### src/rtl/riscv_fetch_buffer.sv
// Prefetching instruction-fetch front end: PC register plus table lookup feeding a
// FIFO. Decode gets a valid/ready stream; taken redirects flush the buffer.
module riscv_fetch_buffer #(
  parameter int unsigned         XLEN       = 32,
  parameter int unsigned         N_INST     = 21,
  parameter int unsigned         FIFO_DEPTH = 4,
  parameter logic [XLEN-1:0]     RESET_PC   = '0
) (
  input  logic                            clk,
  input  logic                            rst,
  input  logic [N_INST-1:0][31:0]         tab_inst,
  input  logic                            fetch_en_i,
  input  logic                            redirect_i,
  input  logic [XLEN-1:0]                 redirect_pc_i,
  input  logic                            inst_ready_i,
  output logic                            inst_valid_o,
  output logic [31:0]                     inst_o,
  output logic [XLEN-1:0]                 pc_o,
  output logic [XLEN-1:0]                 pc_4_o,
  output logic                            fault_o,
  output logic [$clog2(FIFO_DEPTH):0]     occupancy_o
);

  localparam int unsigned PW = $clog2(FIFO_DEPTH);
  localparam int unsigned CW = PW + 1;
  localparam int unsigned IW = (N_INST > 1) ? $clog2(N_INST) : 1;
  localparam logic [31:0] NOP = 32'h0000_0013;

  logic [XLEN-1:0] pc_q, pc_d;
  logic [XLEN-1:0] mem_pc_q    [FIFO_DEPTH];
  logic [XLEN-1:0] mem_pc_d    [FIFO_DEPTH];
  logic [31:0]     mem_inst_q  [FIFO_DEPTH];
  logic [31:0]     mem_inst_d  [FIFO_DEPTH];
  logic            mem_fault_q [FIFO_DEPTH];
  logic            mem_fault_d [FIFO_DEPTH];
  logic [PW-1:0]   rd_q, rd_d, wr_q, wr_d;
  logic [CW-1:0]   count_q, count_d;

  logic            vld_q, vld_d;
  logic [31:0]     inst_out_q, inst_out_d;
  logic [XLEN-1:0] pc_out_q, pc_out_d;
  logic [XLEN-1:0] pc4_q, pc4_d;
  logic            fault_out_q, fault_out_d;

  logic [XLEN-1:0] idx;
  logic            lk_fault;
  logic [31:0]     lk_inst;
  logic            pop, push;

  // Table lookup at the fetch PC; misaligned or past-the-end fetches yield a faulted NOP.
  always_comb begin
    idx      = pc_q >> 2;
    lk_fault = (pc_q[1:0] != 2'b00) || (idx >= XLEN'(N_INST));
    lk_inst  = lk_fault ? NOP : tab_inst[idx[IW-1:0]];
  end

  // FIFO and PC next state; the head outputs are re-registered from the next state.
  always_comb begin
    pc_d        = pc_q;
    mem_pc_d    = mem_pc_q;
    mem_inst_d  = mem_inst_q;
    mem_fault_d = mem_fault_q;
    rd_d        = rd_q;
    wr_d        = wr_q;
    count_d     = count_q;

    pop  = vld_q & inst_ready_i;
    push = fetch_en_i & ~redirect_i & ((count_q < CW'(FIFO_DEPTH)) | pop);

    if (redirect_i) begin
      pc_d    = redirect_pc_i;
      rd_d    = '0;
      wr_d    = '0;
      count_d = '0;
    end else begin
      if (push) begin
        mem_pc_d[wr_q]    = pc_q;
        mem_inst_d[wr_q]  = lk_inst;
        mem_fault_d[wr_q] = lk_fault;
        wr_d              = wr_q + PW'(1);
        pc_d              = pc_q + XLEN'(4);
      end
      if (pop) begin
        rd_d = rd_q + PW'(1);
      end
      count_d = count_q + CW'(push) - CW'(pop);
    end

    vld_d       = (count_d != '0);
    inst_out_d  = NOP;
    pc_out_d    = '0;
    fault_out_d = 1'b0;
    if (vld_d) begin
      inst_out_d  = mem_inst_d[rd_d];
      pc_out_d    = mem_pc_d[rd_d];
      fault_out_d = mem_fault_d[rd_d];
    end
    pc4_d = pc_out_d + XLEN'(4);
  end

  always_ff @(posedge clk or negedge rst) begin
    if (!rst) begin
      pc_q        <= RESET_PC;
      rd_q        <= '0;
      wr_q        <= '0;
      count_q     <= '0;
      vld_q       <= 1'b0;
      inst_out_q  <= NOP;
      pc_out_q    <= '0;
      pc4_q       <= XLEN'(4);
      fault_out_q <= 1'b0;
      for (int i = 0; i < FIFO_DEPTH; i++) begin
        mem_pc_q[i]    <= '0;
        mem_inst_q[i]  <= NOP;
        mem_fault_q[i] <= 1'b0;
      end
    end else begin
      pc_q        <= pc_d;
      rd_q        <= rd_d;
      wr_q        <= wr_d;
      count_q     <= count_d;
      vld_q       <= vld_d;
      inst_out_q  <= inst_out_d;
      pc_out_q    <= pc_out_d;
      pc4_q       <= pc4_d;
      fault_out_q <= fault_out_d;
      mem_pc_q    <= mem_pc_d;
      mem_inst_q  <= mem_inst_d;
      mem_fault_q <= mem_fault_d;
    end
  end

  assign inst_valid_o = vld_q;
  assign inst_o       = inst_out_q;
  assign pc_o         = pc_out_q;
  assign pc_4_o       = pc4_q;
  assign fault_o      = fault_out_q;
  assign occupancy_o  = count_q;

endmodule
### config.mk
export PLATFORM = sky130hd
export DESIGN_NAME = riscv_fetch_buffer
export DESIGN_NICKNAME = d
export VERILOG_FILES = /design/src/rtl/riscv_fetch_buffer.sv
export SDC_FILE = /design/constraint.sdc
export NUM_CORES = 1
export LEC_CHECK = 0
export ABC_AREA = 1
export CORE_AREA = 2 2 311 313
export CTS_BUF_LIST = sky130_fd_sc_hd__clkbuf_8
export CTS_CLUSTER_DIAMETER = 200
export DETAILED_ROUTE_END_ITERATION = 10
export DIE_AREA = 0 0 313 315
export PLACE_DENSITY = 0.65
export SYNTH_ARGS = -nofsm -noshare
export SYNTH_HDL_FRONTEND = slang
export SYNTH_SLANG_ARGS = --single-unit
### constraint.sdc
create_clock -name clk -period 8.84 [get_ports clk]
set_input_delay 1.768 -clock clk [delete_from_list [all_inputs] [get_ports clk]]
set_output_delay 1.768 -clock clk [all_outputs]
set_load 0.01 [all_outputs]
==> results by group, run 1 <==
Run status
  • Outcome: completed

Timing
  • Fin crit share: 0.7519
  • F_max: 150.5 MHz
  • Final Skew: ~0.050 ns
  • RSZ-0062 raised after global routing: false
  • Final Hold Fails: 0
  • Worst-Margin Slew: between 1 and 1.5 ns
  • Max-slew violation count: 0
  • Worst setup margin: 2.193 ns
  • Min Tclk post-route: 6.647 ns
  • Sum of negative setup slack: 0 ns
  • Slew headroom: 0.2694
  • Setup-failing EPs final: 0

Detailed routing
  • Final wirelength: between 150 and 200 mm
  • DR vias: around 32,000
  • Routed length per instance: 22.97 µm
  • DR vias/cell: around 4.9
  • Antenna Nets Post-Route: 0
  • Drt first pass iters: 6
  • Drt first-iter violations: 2,806
  • Remaining DRCs: 0

Min path
  • Hold Crit Class: flip-flop to flip-flop
  • HP Start: mem_inst_q[18]$_DFF_PN0_
  • Hold path depth: 2
  • Hold worst-path end: mem_inst_q[18]$_DFF_PN0_

Clock tree
  • TritonCTS Buffers: a little under 70
  • Cts repair resizes: 0
  • H-tree depth: 3
  • Root Buffer Master: clkbuf_8
  • Worst-skew pair later-pin latency: between 0.6 and 0.7 ns
  • TritonCTS clock tree: yes
  • Worst-case clock buffer depth: 3
  • Post-CTS Setup Inserts: 0
  • Clk slew on worst S/H paths: approximately 0.060 ns
  • Cts hold-fix bufs: 0
  • Sink Count: 395

Critical path
  • Critical path type: input pin to flip-flop
  • Max Fanout on Critical Path: between 70 and 80
  • Worst reg-to-reg path cell count: 19
  • Setup crit end kind: flip-flop
  • CP max stage cell: nand2_4
  • Crit path top cell by count: nor2_1
  • Reg2Reg Setup Slack: around 3.2 ns
  • Worst Path Arrival: 7.21 ns
  • Reg-to-Reg End: pc_4_o[30]$_DFF_PN0_
  • Slowest stage delay, CP: slightly below 0.8 ns
  • Critical path launch point type: input pin
  • WP data required: roughly 9.4 ns
  • Reg-to-Reg Start: inst_valid_o$_DFF_PN0_
  • Crit path cell chain: clkdlybuf4s50_1 -> nand2_2 -> nand2_2 -> nand2_4 -> ha_1 -> inv_1 -> ha_1 -> inv_1 -> fa_1 -> nor2_1 -> nor2_1 -> nand2_2 -> inv_2 -> nor2_1 -> ha_1 -> nand4_1 -> nor2_1 -> nand3_1 -> o21bai_1 -> nand2_1

Pwr
  • Peak VDD IR: between 0.2 and 0.25 mV
  • Lkg Pwr: between 0.015 and 0.02 µW
  • Power density over the cells: ~250 nW/µm²

Synth
  • Synthesized instance count: roughly 4,600
  • Top cells by area, synth: dfrtp_1 (33%), nand2_1 (25%), nand3_1 (13%), inv_1 (4.6%), nor2_1 (3.3%)
  • Cell taking the most area after synthesis: dfrtp_1
  • Synth async-reset ratio: 1.000
  • Yosys top cell area share: 0.3348
  • Synth cell count leaders: nand2_1 (1,913), nand3_1 (734), dfrtp_1 (379)
  • Synth Net Count: about 5,300
  • Most frequent cell after synthesis: nand2_1
  • Sequential share of the synthesized area: 0.3497
  • Synth cell types: slightly above 40
  • Warnings, synthesis: 0
  • Post-synth EDFFs: 0
  • Synth Cell Area: ~28,000 µm²
  • Syn Area/Cell: between 6 and 7 µm²
  • Flop and latch count out of synthesis: about 400
  • Top_reg_cell synth: dfrtp_1

Final layout
  • Final #Nets: between 5,000 and 6,000
  • Fill cells: approximately 10,000
  • Syn-to-layout area delta: 36.09%
  • Share of cells above drive strength 1: 0.05956

Floorplanning
  • Core area: roughly 96,000 µm²
  • IO Count: 810
  • Starting Density: 0.2959
  • # rows: approximately 110
  • Die span in y: about 320 µm
  • Die width: between 300 and 400 µm
  • Die ar.: 98,600 µm²

Global route
  • GRT Overall Usage: 0.2966
  • Total global routing overflow: 0
  • Vias in the first global route: about 30,000
  • Antenna violations before repair: 51
  • Largest net degree at the start of global routing: 154
  • Global-route wire length before repair: roughly 210 mm

Place
  • Port Buf Inserts: 809
  • Pre-CTS WS: 1.581 ns
  • Dpl hpwl: around 110 mm
  • Gpl congestion: just over 0.9

Job
  • Max-cap violations: 0
==> worst max-delay path: cells and delay by family <==
family	cells	cell delay, ns
compound gates	1	0.20
fa+ha+maj	4	1.45
buf+inv	4	0.78
simple gates	11	2.95
==> cells in the final DEF (no fill, tap or decap), drive strengths merged <==
cell type      Yosys  final
nor2             278    278
fa                 1      1
and2              37     37
dfrtp            379    379
clkinv            14     20
clkinvlp           0      3
a311oi             2      2
ha                10     10
o211ai            19     19
diode              0     30
o21bai             1      1
xnor2              3      3
clkbuf           104     91
o221ai            13     13
nand3b             1      1
nand2           1920   1920
dfstp             16     16
xor2              33     33
o22ai              1      1
a21boi            56     56
buf              185     40
nand3            736    736
a31oi              1      1
a21oi             66     66
nor4               2      2
nand4             15     15
o21a               3      3
o21ai            212    212
or2               89     89
clkdlybuf4s50      0    808
inv              362    384
nor3              15     15
==> flip-flops by register name, summed over array words and instances, names as in the netlist <==
name,flops
wr_q,2
inst_o,32
fault_o,1
mem_fault_q,4
mem_pc_q,128
mem_inst_q,128
occupancy_o,3
pc_o,30
rd_q,2
inst_valid_o,1
pc_q,32
pc_4_o,32
==> worst max-delay path by stage <==
stage | startpoint | end | slack (ns) | cells past startpoint
2_1_floorplan | inst_ready_i | pc_4_o[30]$_DFF_PN0_ | 3.48 | 23
3_3_place_gp | inst_ready_i | pc_4_o[30]$_DFF_PN0_ | 1.70 | 20
3_5_place_dp | inst_ready_i | pc_4_o[30]$_DFF_PN0_ | 1.58 | 20
4_1_cts | inst_ready_i | pc_4_o[30]$_DFF_PN0_ | 2.29 | 20
5_1_grt | inst_ready_i | pc_4_o[30]$_DFF_PN0_ | 1.87 | 20
6_report | inst_ready_i | pc_4_o[30]$_DFF_PN0_ | 2.19 | 20
==> layout make-up <==
| class | count | area, µm² | area share |
|---|---|---|---|
| Multi-Input combinational cell | 3514 | 15680 | 0.4068 |
| Antenna cell | 30 | 75.07 | 0.001948 |
| Clock buffer | 91 | 1252 | 0.03249 |
| Tap cell | 1276 | 1597 | 0.04142 |
| Clock inverter | 31 | 158.9 | 0.004122 |
| Timing Repair Buffer | 848 | 8446 | 0.2191 |
| Sequential cell | 395 | 9913 | 0.2572 |
| Inverter | 376 | 1425 | 0.03697 |
==> per-stage QoR <==
stage,instances,power (µW),util,hold slack [ns],instance area [µm²]
after floorplan,4574,5901,-,0.4438,28320
after global placement,6409,7964,0.3872,0.4574,37060
after detailed placement,6409,8034,0.3872,0.4612,37060
after CTS,6531,9818,0.4020,0.4774,38470
after global routing,6553,10520,0.4025,0.4882,38530
final,6561,9795,0.4028,0.4756,38550
==> metal layers <==
layer	wire length [µm]	global-route usage
met5	81	0
met4	7419	0.1478
met3	10700	0.05986
met2	73610	0.5057
met1	58870	0.3553
==> power breakdown <==
part	internal, µW	total [µW]	switching, µW
clock	926	1760	833
combinational	1870	5210	3350
sequential	2510	2820	316
==> cell families after synthesis <==
group                      synth area share
DFF                                  0.3497
and+or+nand+nor                      0.4608
AOI/OAI and AO/OA                   0.07514
xor gates and xnor gates            0.01113
adders and majority gates          0.005124
buffers and inverters               0.09815
No activity file was read; power rests on OpenSTA's default activity.
==> run 2: changes to the inputs <==
Settings changed: CORE_AREA 2 2 311 313 to 2 2 314 316, DIE_AREA 0 0 313 315 to 0 0 316 318, PLACE_DENSITY 0.65 to 0.64.
Clock period 8.84 ns to 6.8 ns, I/O delays scaled along.
==> run 2 against run 1 <==
Sequential power up 30%; highest routed layer unchanged; combinational power up 31%; largest cell class unchanged; sequential cell count unchanged; critical path type unchanged; critical endpoint is now inst_o[3]$_DFF_PN0_; register-to-register slack worse by 0.60 ns; non-clock buffer count up 10; first-iteration DRC count up 4.1%; via count up 0.99%; sequential share of layout area down 0.080 points.
==> results by group, run 2 (synthesis results as in run 1) <==
Final layout
  • Fin area: 38,670 µm² (was 38,550 µm²)
  • Fill cells: 10,387 (was 10,139)
  • Most common cell after layout, fill and taps aside: nand2_1 (unchanged)
  • Most frequent cells in the layout: nand2_1 (1,912), clkdlybuf4s50_1 (808), nand3_1 (734), dfrtp_1 (376), inv_1 (366) (was nand2_1 (1,912), clkdlybuf4s50_1 (808), nand3_1 (734), dfrtp_1 (376), inv_1 (363))
  • Final #Nets: 5,935 (was 5,924)
  • Syn-to-layout area delta: 36.51% (was 36.09%)
  • Share of cells above drive strength 1: 0.06167 (was 0.05956)
  • Biggest regs: mem_inst_q (128), mem_pc_q (128) (unchanged)

Floorplanning
  • # rows: 115 (was 114)
  • Core area: 97,410 µm² (was 95,710 µm²)
  • IO Count: 810 (unchanged)
  • Starting Density: 0.2908 (was 0.2959)
  • Die width: 316 µm (was 313 µm)
  • Die span in y: 318 µm (was 315 µm)
  • Die ar.: 100,500 µm² (was 98,600 µm²)

Clock tree
  • TritonCTS Buffers: 70 (was 69)
  • Root Buffer Master: clkbuf_8 (unchanged)
  • Clk slew on worst S/H paths: 0.06 ns (about the same)
  • Worst-case clock buffer depth: 3 (unchanged)
  • Post-CTS Setup Inserts: 0 (unchanged)
  • Sink Count: 395 (unchanged)
  • H-tree depth: 3 (unchanged)
  • TritonCTS clock tree: yes (unchanged)
  • Cts repair resizes: 0 (unchanged)
  • Worst-skew pair later-pin latency: 0.68 ns (about the same)
  • Cts hold-fix bufs: 0 (unchanged)

Critical path
  • Worst Path Arrival: 5.15 ns (was 7.21 ns)
  • Reg2Reg Setup Slack: 2.60 ns (was 3.20 ns)
  • CP startpoint: inst_ready_i (unchanged)
  • WP data required: 7.29 ns (was 9.40 ns)
  • Setup crit end kind: flip-flop (unchanged)
  • Reg-to-Reg End: inst_o[28]$_DFF_PN0_ (was pc_4_o[30]$_DFF_PN0_)
  • Worst reg-to-reg path cell count: 14 (was 19)
  • Setup crit end: inst_o[3]$_DFF_PN0_ (was pc_4_o[30]$_DFF_PN0_)
  • Critical path launch point type: input pin (unchanged)
  • Critical path type: input pin to flip-flop (unchanged)
  • Reg-to-Reg Start: pc_q[2]$_DFFE_PN0N_ (was inst_valid_o$_DFF_PN0_)
  • Max Fanout on Critical Path: 73 (was 78)

Place
  • Pre-CTS WS: 1.498 ns (was 1.581 ns)
  • Gpl congestion: 0.9434 (was 0.9220)
  • Dpl hpwl: 115.9 mm (was 114.2 mm)
  • Placed instance area: 37,140 µm² (was 37,060 µm²)
  • Port Buf Inserts: 809 (unchanged)

Global route
  • GRT Overall Usage: 0.2954 (was 0.2966)
  • Antenna violations before repair: 55 (was 51)
  • Largest net degree at the start of global routing: 125 (was 154)
  • Total global routing overflow: 0 (unchanged)
  • Global-route wire length before repair: 215.9 mm (was 213.4 mm)
  • Vias in the first global route: 31,083 (was 30,744)

Timing
  • Slew headroom: 0.2983 (was 0.2694)
  • Final Hold Fails: 0 (unchanged)
  • F_max: 214.4 MHz
  • Sum of negative setup slack: 0 ns (unchanged)
  • Worst-Margin Slew: 1.053 ns (was 1.096 ns)
  • Setup-failing EPs final: 0 (unchanged)
  • Worst setup margin: 2.135 ns (was 2.193 ns)
  • Min Tclk post-route: around 4.7 ns
  • RSZ-0062 raised after global routing: false (unchanged)
  • Fin crit share: 0.6860
  • Max-slew violation count: 0 (unchanged)
  • Final Skew: 0.03879 ns (was 0.04984 ns)

Detailed routing
  • Drt first pass iters: 5 (was 6)
  • Drt first-iter violations: 2,921 (was 2,806)
  • Remaining DRCs: 0 (unchanged)
  • Antenna Nets Post-Route: 0 (unchanged)
  • Routed length per instance: 23.25 µm (was 22.97 µm)
  • Final wirelength: 153.2 mm (was 150.7 mm)
  • DR vias: 32,766 (was 32,446)
  • DR vias/cell: 4.971 (was 4.945)

Pwr
  • Lkg Pwr: 0.01874 µW (was 0.01867 µW)
  • Power density over the cells: 331.9 nW/µm² (was 254.1 nW/µm²)
  • Peak VDD IR: 0.1704 mV (was 0.2194 mV)

Run status
  • Outcome: completed (unchanged)

Min path
  • Hold Crit Class: flip-flop to flip-flop (unchanged)
  • HP Start: mem_inst_q[75]$_DFF_PN0_ (was mem_inst_q[18]$_DFF_PN0_)

Job
  • Max-cap violations: 0 (unchanged)
-- run 2: how the worst min path moves through the flow --
| stage | to | cells after the start | slack, ns |
|---|---|---|---|
| finish | mem_inst_q[75]$_DFF_PN0_ | 2 | 0.47 |
| global placement | mem_inst_q[10]$_DFF_PN0_ | 2 | 0.46 |
| floorplan | mem_inst_q[126]$_DFF_PN0_ | 2 | 0.44 |
| global route | mem_inst_q[15]$_DFF_PN0_ | 2 | 0.49 |
| CTS | mem_inst_q[75]$_DFF_PN0_ | 2 | 0.47 |
| detailed placement | mem_inst_q[75]$_DFF_PN0_ | 2 | 0.46 |
-- run 2: final cells by class --
cell class	instances	area (µm²)	share of cell area
Inverter	376	1425	0.03686
Clock buffer	89	1225	0.03168
Clock inverter	38	220.2	0.005695
Multi-Input combinational cell	3514	15680	0.4055
Tap cell	1287	1610	0.04164
Timing Repair Buffer	858	8508	0.2200
Sequential cell	395	9913	0.2564
Antenna cell	34	85.08	0.002200
-- run 2: power breakdown --
part	internal [µW]	leakage, µW	switching, µW
clock network	1230	0.000825	1100
logic	2440	0.0132	4400
registers	3260	0.00468	415
total	6920	0.0187	5910
-- run 2: per-layer routing --
metal,vias up,track usage,share of wire
li1,15740,-,-
met1,15481,0.3581,0.40
met2,1280,0.4902,0.48
met3,247,0.06391,0.075
met4,18,0.1507,0.049
met5,-,0,0.00069
-- run 2: critical path, stage by stage --
cell	delay (ns)
clkdlybuf4s50_1	0.45
nand2_2	0.11
nand2_2	0.08
nand2_4	0.06
buf_4	0.67
inv_2	0.36
buf_4	0.29
nand2_1	0.30
inv_2	0.40
buf_4	0.38
or2_2	0.31
nand2_1	0.08
nand2_1	0.05
nand3_1	0.10
a21oi_1	0.08
-- run 2: stage by stage --
stage	utilization	hold slack, ns	cells	total power [µW]
CTS	0.3961	0.4749	6557	12850
finish	0.3969	0.4733	6591	12840
global placement	0.3812	0.4575	6430	10410
global route	0.3966	0.4878	6579	13760
floorplan	-	0.4438	4574	7671
detailed placement	0.3812	0.4616	6430	10490
